--- src/rtl/arith_pkg.sv ---
// arith_pkg: shared widths and lookahead carry helper for the CLA adder family
package arith_pkg;
   localparam int CLA_GROUP_W = 4;
   localparam int CLA_W = 8;
   // returns {c4,c3,c2,c1,c0} for one 4-bit group, each carry flattened to two-level logic
   function automatic logic [CLA_GROUP_W:0] cla_carry(
      input logic [CLA_GROUP_W-1:0] p,
      input logic [CLA_GROUP_W-1:0] g,
      input logic                   cin
   );
      logic [CLA_GROUP_W:0] c;
      c[0] = cin;
      c[1] = g[0] | (p[0] & cin);
      c[2] = g[1] | (p[1] & g[0]) | (p[1] & p[0] & cin);
      c[3] = g[2] | (p[2] & g[1]) | (p[2] & p[1] & g[0]) | (p[2] & p[1] & p[0] & cin);
      c[4] = g[3] | (p[3] & g[2]) | (p[3] & p[2] & g[1]) | (p[3] & p[2] & p[1] & g[0])
           | (p[3] & p[2] & p[1] & p[0] & cin);
      return c;
   endfunction
endpackage

--- src/rtl/cla_4bit.sv ---
// cla_4bit: 4-bit lookahead group producing sum, group P/G and the top internal carry
module cla_4bit
   import arith_pkg::*;
(
   input  logic [CLA_GROUP_W-1:0] a,
   input  logic [CLA_GROUP_W-1:0] b,
   input  logic                   cin,
   output logic [CLA_GROUP_W-1:0] s,
   output logic                   pg,
   output logic                   gg,
   output logic                   c3
);
   logic [CLA_GROUP_W-1:0] p;
   logic [CLA_GROUP_W-1:0] g;
   logic [CLA_GROUP_W:0]   c;
   always_comb begin
      p  = a ^ b;
      g  = a & b;
      c  = cla_carry(p, g, cin);
      s  = p ^ c[CLA_GROUP_W-1:0];
      c3 = c[3];
      pg = &p;
      // group generate must not depend on cin so the second level can use it
      gg = g[3] | (p[3] & g[2]) | (p[3] & p[2] & g[1]) | (p[3] & p[2] & p[1] & g[0]);
   end
endmodule

--- src/rtl/cla_8bit.sv ---
// cla_8bit: 8-bit two-level carry-lookahead adder with combinational and registered results
module cla_8bit
   import arith_pkg::*;
(
   input  logic             clk,
   input  logic             rst,
   input  logic [CLA_W-1:0] A,
   input  logic [CLA_W-1:0] B,
   input  logic             Cin,
   output logic [CLA_W-1:0] Sum,
   output logic             Cout,
   output logic             Pg,
   output logic             Gg,
   output logic             Ovf,
   output logic [CLA_W-1:0] Sum_q,
   output logic             Cout_q,
   output logic             Ovf_q
);
   logic [CLA_GROUP_W-1:0] s_lo, s_hi;
   logic                   pg_lo, gg_lo, pg_hi, gg_hi;
   logic                   c3_lo, c7, c4, c8;
   logic [CLA_W-1:0]       sum_d;
   logic                   cout_d, ovf_d;

   cla_4bit u_lo (
      .a  (A[CLA_GROUP_W-1:0]),
      .b  (B[CLA_GROUP_W-1:0]),
      .cin(Cin),
      .s  (s_lo),
      .pg (pg_lo),
      .gg (gg_lo),
      .c3 (c3_lo)
   );

   cla_4bit u_hi (
      .a  (A[CLA_W-1:CLA_GROUP_W]),
      .b  (B[CLA_W-1:CLA_GROUP_W]),
      .cin(c4),
      .s  (s_hi),
      .pg (pg_hi),
      .gg (gg_hi),
      .c3 (c7)
   );

   // second-level lookahead: c4 and c8 come straight from group P/G and Cin
   always_comb begin
      c4     = gg_lo | (pg_lo & Cin);
      c8     = gg_hi | (pg_hi & gg_lo) | (pg_hi & pg_lo & Cin);
      Sum    = {s_hi, s_lo};
      Cout   = c8;
      Pg     = pg_hi & pg_lo;
      Gg     = gg_hi | (pg_hi & gg_lo);
      Ovf    = c7 ^ c8;
      sum_d  = Sum;
      cout_d = Cout;
      ovf_d  = Ovf;
   end

   always_ff @(posedge clk) begin
      if (rst) begin
         Sum_q  <= '0;
         Cout_q <= 1'b0;
         Ovf_q  <= 1'b0;
      end else begin
         Sum_q  <= sum_d;
         Cout_q <= cout_d;
         Ovf_q  <= ovf_d;
      end
   end
endmodule

--- config.mk ---
export PLATFORM = sky130hd
export DESIGN_NAME = cla_8bit
export DESIGN_NICKNAME = d
export VERILOG_FILES = /design/src/rtl/arith_pkg.sv /design/src/rtl/cla_4bit.sv /design/src/rtl/cla_8bit.sv
export SDC_FILE = /design/constraint.sdc
export NUM_CORES = 1
export LEC_CHECK = 0
export ABC_AREA = 1
export CAP_MARGIN = 40
export CELL_PAD_IN_SITES_DETAIL_PLACEMENT = 1
export CELL_PAD_IN_SITES_GLOBAL_PLACEMENT = 1
export CORE_UTILIZATION = 27
export CTS_CLUSTER_DIAMETER = 100
export DETAILED_ROUTE_END_ITERATION = 12
export GPL_ROUTABILITY_DRIVEN = 0
export PLACE_DENSITY = 0.82
export SYNTH_ARGS = -nofsm -noshare
export SYNTH_HDL_FRONTEND = slang
export SYNTH_HIERARCHICAL = 1
export SYNTH_SLANG_ARGS = --single-unit
--- constraint.sdc ---
create_clock -name clk -period 10.3 [get_ports clk]
set_clock_uncertainty 0.1 [all_clocks]
set_input_delay 3.09 -clock clk [delete_from_list [all_inputs] [get_ports clk]]
set_output_delay 3.09 -clock clk [all_outputs]
set_load 0.02 [all_outputs]
==> flow_summary.toml <==
[outcome]
status = "finished, final reports clean"

[setup_path]
path_class = "input port to output port"
cp-end-kind = "output port"
crit_required_ns = 7.11
crit_arrival_ns = 5.73
startpoint_type = "input port"
crit_slowest_cell = "clkdlybuf4s50_1"
worstPathMaxFanout = 6
slowest_delay_ns = 0.63
path_cells = "clkdlybuf4s50_1, ha_1, nand2_1, nand2_1, nand2_2, o21bai_1, a21o_2, inv_1, fa_1, xnor2_1, clkdlybuf4s50_1"

[final_layout]
diodes = 0
layout_common_cells = "40 x clkdlybuf4s50_1, 24 x inv_1, 15 x nand2_1"
fin_nets = 177
mostFrequentLayoutCell = "clkdlybuf4s50_1"
stdcell_area_um2 = 1200
drive_gt1_share_pct = 11.0
syn_to_final_growth_pct = 61.4

[route]
via_per_inst = 4.39
routed_wl_um = 1880
vias = 772
drtIter0Drc = 5
detail_route.first_pass.iterations = 4
drc = 0
wl_per_cell_um = 10.7
antenna_left = 0

[pwr]
switchingPower_w = 0.0000554
p_sw_share_pct = 36.7
seqPwrFrac_pct = 29.4
power_density_nw_per_um2 = 126
comb_power_share_pct = 54.1
p_clk_share_pct = 16.5
finalPower_w = 0.000151
leakagePower_nw = 0.601
p_int_w = 0.0000955
peakVddDrop_v = 0.0000814

[min_path]
hold_class = "input port to register"

[global_routing]
overflow = 0
grt_max_degree = 11
grt_pass1_wl_um = 3070
antenna_found_initial = 0
grt_pass1_vias = 714
track_usage_pct = 14.4

[clocking]
cts_resized = 0
cts-root-buf = "clkbuf_4"
holdBufCountCts = 0
clock_sinks = 10
htreeDepth = 1
post_cts_buffers = 0
clkTransAtPathRegs_ns = 0.06
numCtsBuffers = 3
cts_buffer_depth = 2
cts_tree = "built"

[floorplan]
initial_utilization_pct = 29.2
coreArea_um2 = 2540
io_pins = 41
die_h_um = 54.4
row_count = 18
die-area_um2 = 2960
die_w_um = 54.4

[synth]
synth_seq_cells = 10
synth_area_um2 = 742
yosysSeqAreaShare_pct = 27.0
syn_area_per_cell_um2 = 7.13
synth.net_count = 133
synth_cell_type_count = 19
yosysWarnings = 6
syn_inst = 104

[sta]
fin_crit_sh_pct = 86.6
setup_viol = 0
worstMarginPinSlew_ns = 0.342
relSlewSlack_pct = 77.0
finalCriticalPeriod_ns = 8.92
rsz0062_at_grt = "false"
setup_tns_ns = 0
slew_violations = 0
hold_violations = 0
fmax_mhz = 112

[place]
port-buffer-count = 40
place_hpwl_um = 1690
placedInstanceArea_um2 = 1170

[job]
max_cap_violations = 0
## routing by layer
| metal | up-vias | GRT usage (%) | wire length, um |
|---|---|---|---|
| met3 | 0 | 1.94 | 43 |
| met4 | 0 | 7.69 | 0 |
| met2 | 13 | 23.2 | 970 |
| li1 | 406 | - | - |
| met5 | - | 0 | 0 |
| met1 | 353 | 18.3 | 862 |
## path summary, 6_finish.rpt
path,start,end,slack (ns),cells after the start
worst max-delay path,A[1],Sum[5],1.38,11
worst min-delay path,rst,Sum_q[1]$_SDFF_PP0_,3.50,2
## critical path: cells and delay by family
| kind | cells | cell delay, ns |
|---|---|---|
| compound gates | 2 | 0.32 |
| xor+xnor | 1 | 0.20 |
| fa+ha+maj | 2 | 0.78 |
| buf+inv | 3 | 1.09 |
| simple gates | 3 | 0.26 |
## power by group through the flow
stage | Sequential (W) | Clock (W) | Combinational (W)
floorplan | 0.0000513 | 0 | 0.0000390
global placement | 0.0000451 | 0 | 0.0000804
detailed placement | 0.0000453 | 0 | 0.0000824
CTS | 0.0000445 | 0.0000263 | 0.0000826
global route | 0.0000448 | 0.0000289 | 0.0000900
finish | 0.0000444 | 0.0000248 | 0.0000816
## kinds of logic after synthesis
group	Yosys count	share of synthesized area, %
simple gates	51	33.6
buf+inv	25	12.8
fa+ha+maj	10	18.9
flops	10	27.0
compound gates	6	5.40
xor+xnor	2	2.36
## registers in the layout, summed over array words and instances (netlist names)
name / flops
Cout_q: 1
Ovf_q: 1
Sum_q: 8
## synth_stat cells, drive strengths merged
cell / instances / area [um2]
xnor2: 2 / 17.5
o21bai: 2 / 15.0
nor3: 2 / 10.0
nand4: 3 / 18.8
buf: 1 / 5.00
nand3: 8 / 45.0
inv: 24 / 90.1
nand2: 25 / 119
fa: 2 / 40.0
a21oi: 2 / 10.0
a21o: 1 / 8.76
ha: 8 / 100
dfxtp: 10 / 200
or2: 2 / 12.5
nor2: 11 / 43.8
a31oi: 1 / 6.26
## stage by stage
step | utilization [%] | hold slack (ns) | setup slack, ns | std cells
finish | 47.1 | 3.50 | 1.38 | 176
global route | 47.1 | 3.51 | 1.21 | 176
CTS | 47.1 | 3.51 | 1.38 | 176
detailed placement | 46.2 | 3.78 | 1.38 | 173
global placement | 46.2 | 3.77 | 1.49 | 173
floorplan | - | 3.23 | 2.37 | 104
## final cells by class
class,instances,area (um2)
clock buffer,3,22.5
fill,329,1350
inverter,24,90.1
multi-input combinational,69,447
sequential,10,200
tap,30,37.5
timing repair buffer,40,400
Note: power is estimated with default switching activity, not from simulation.
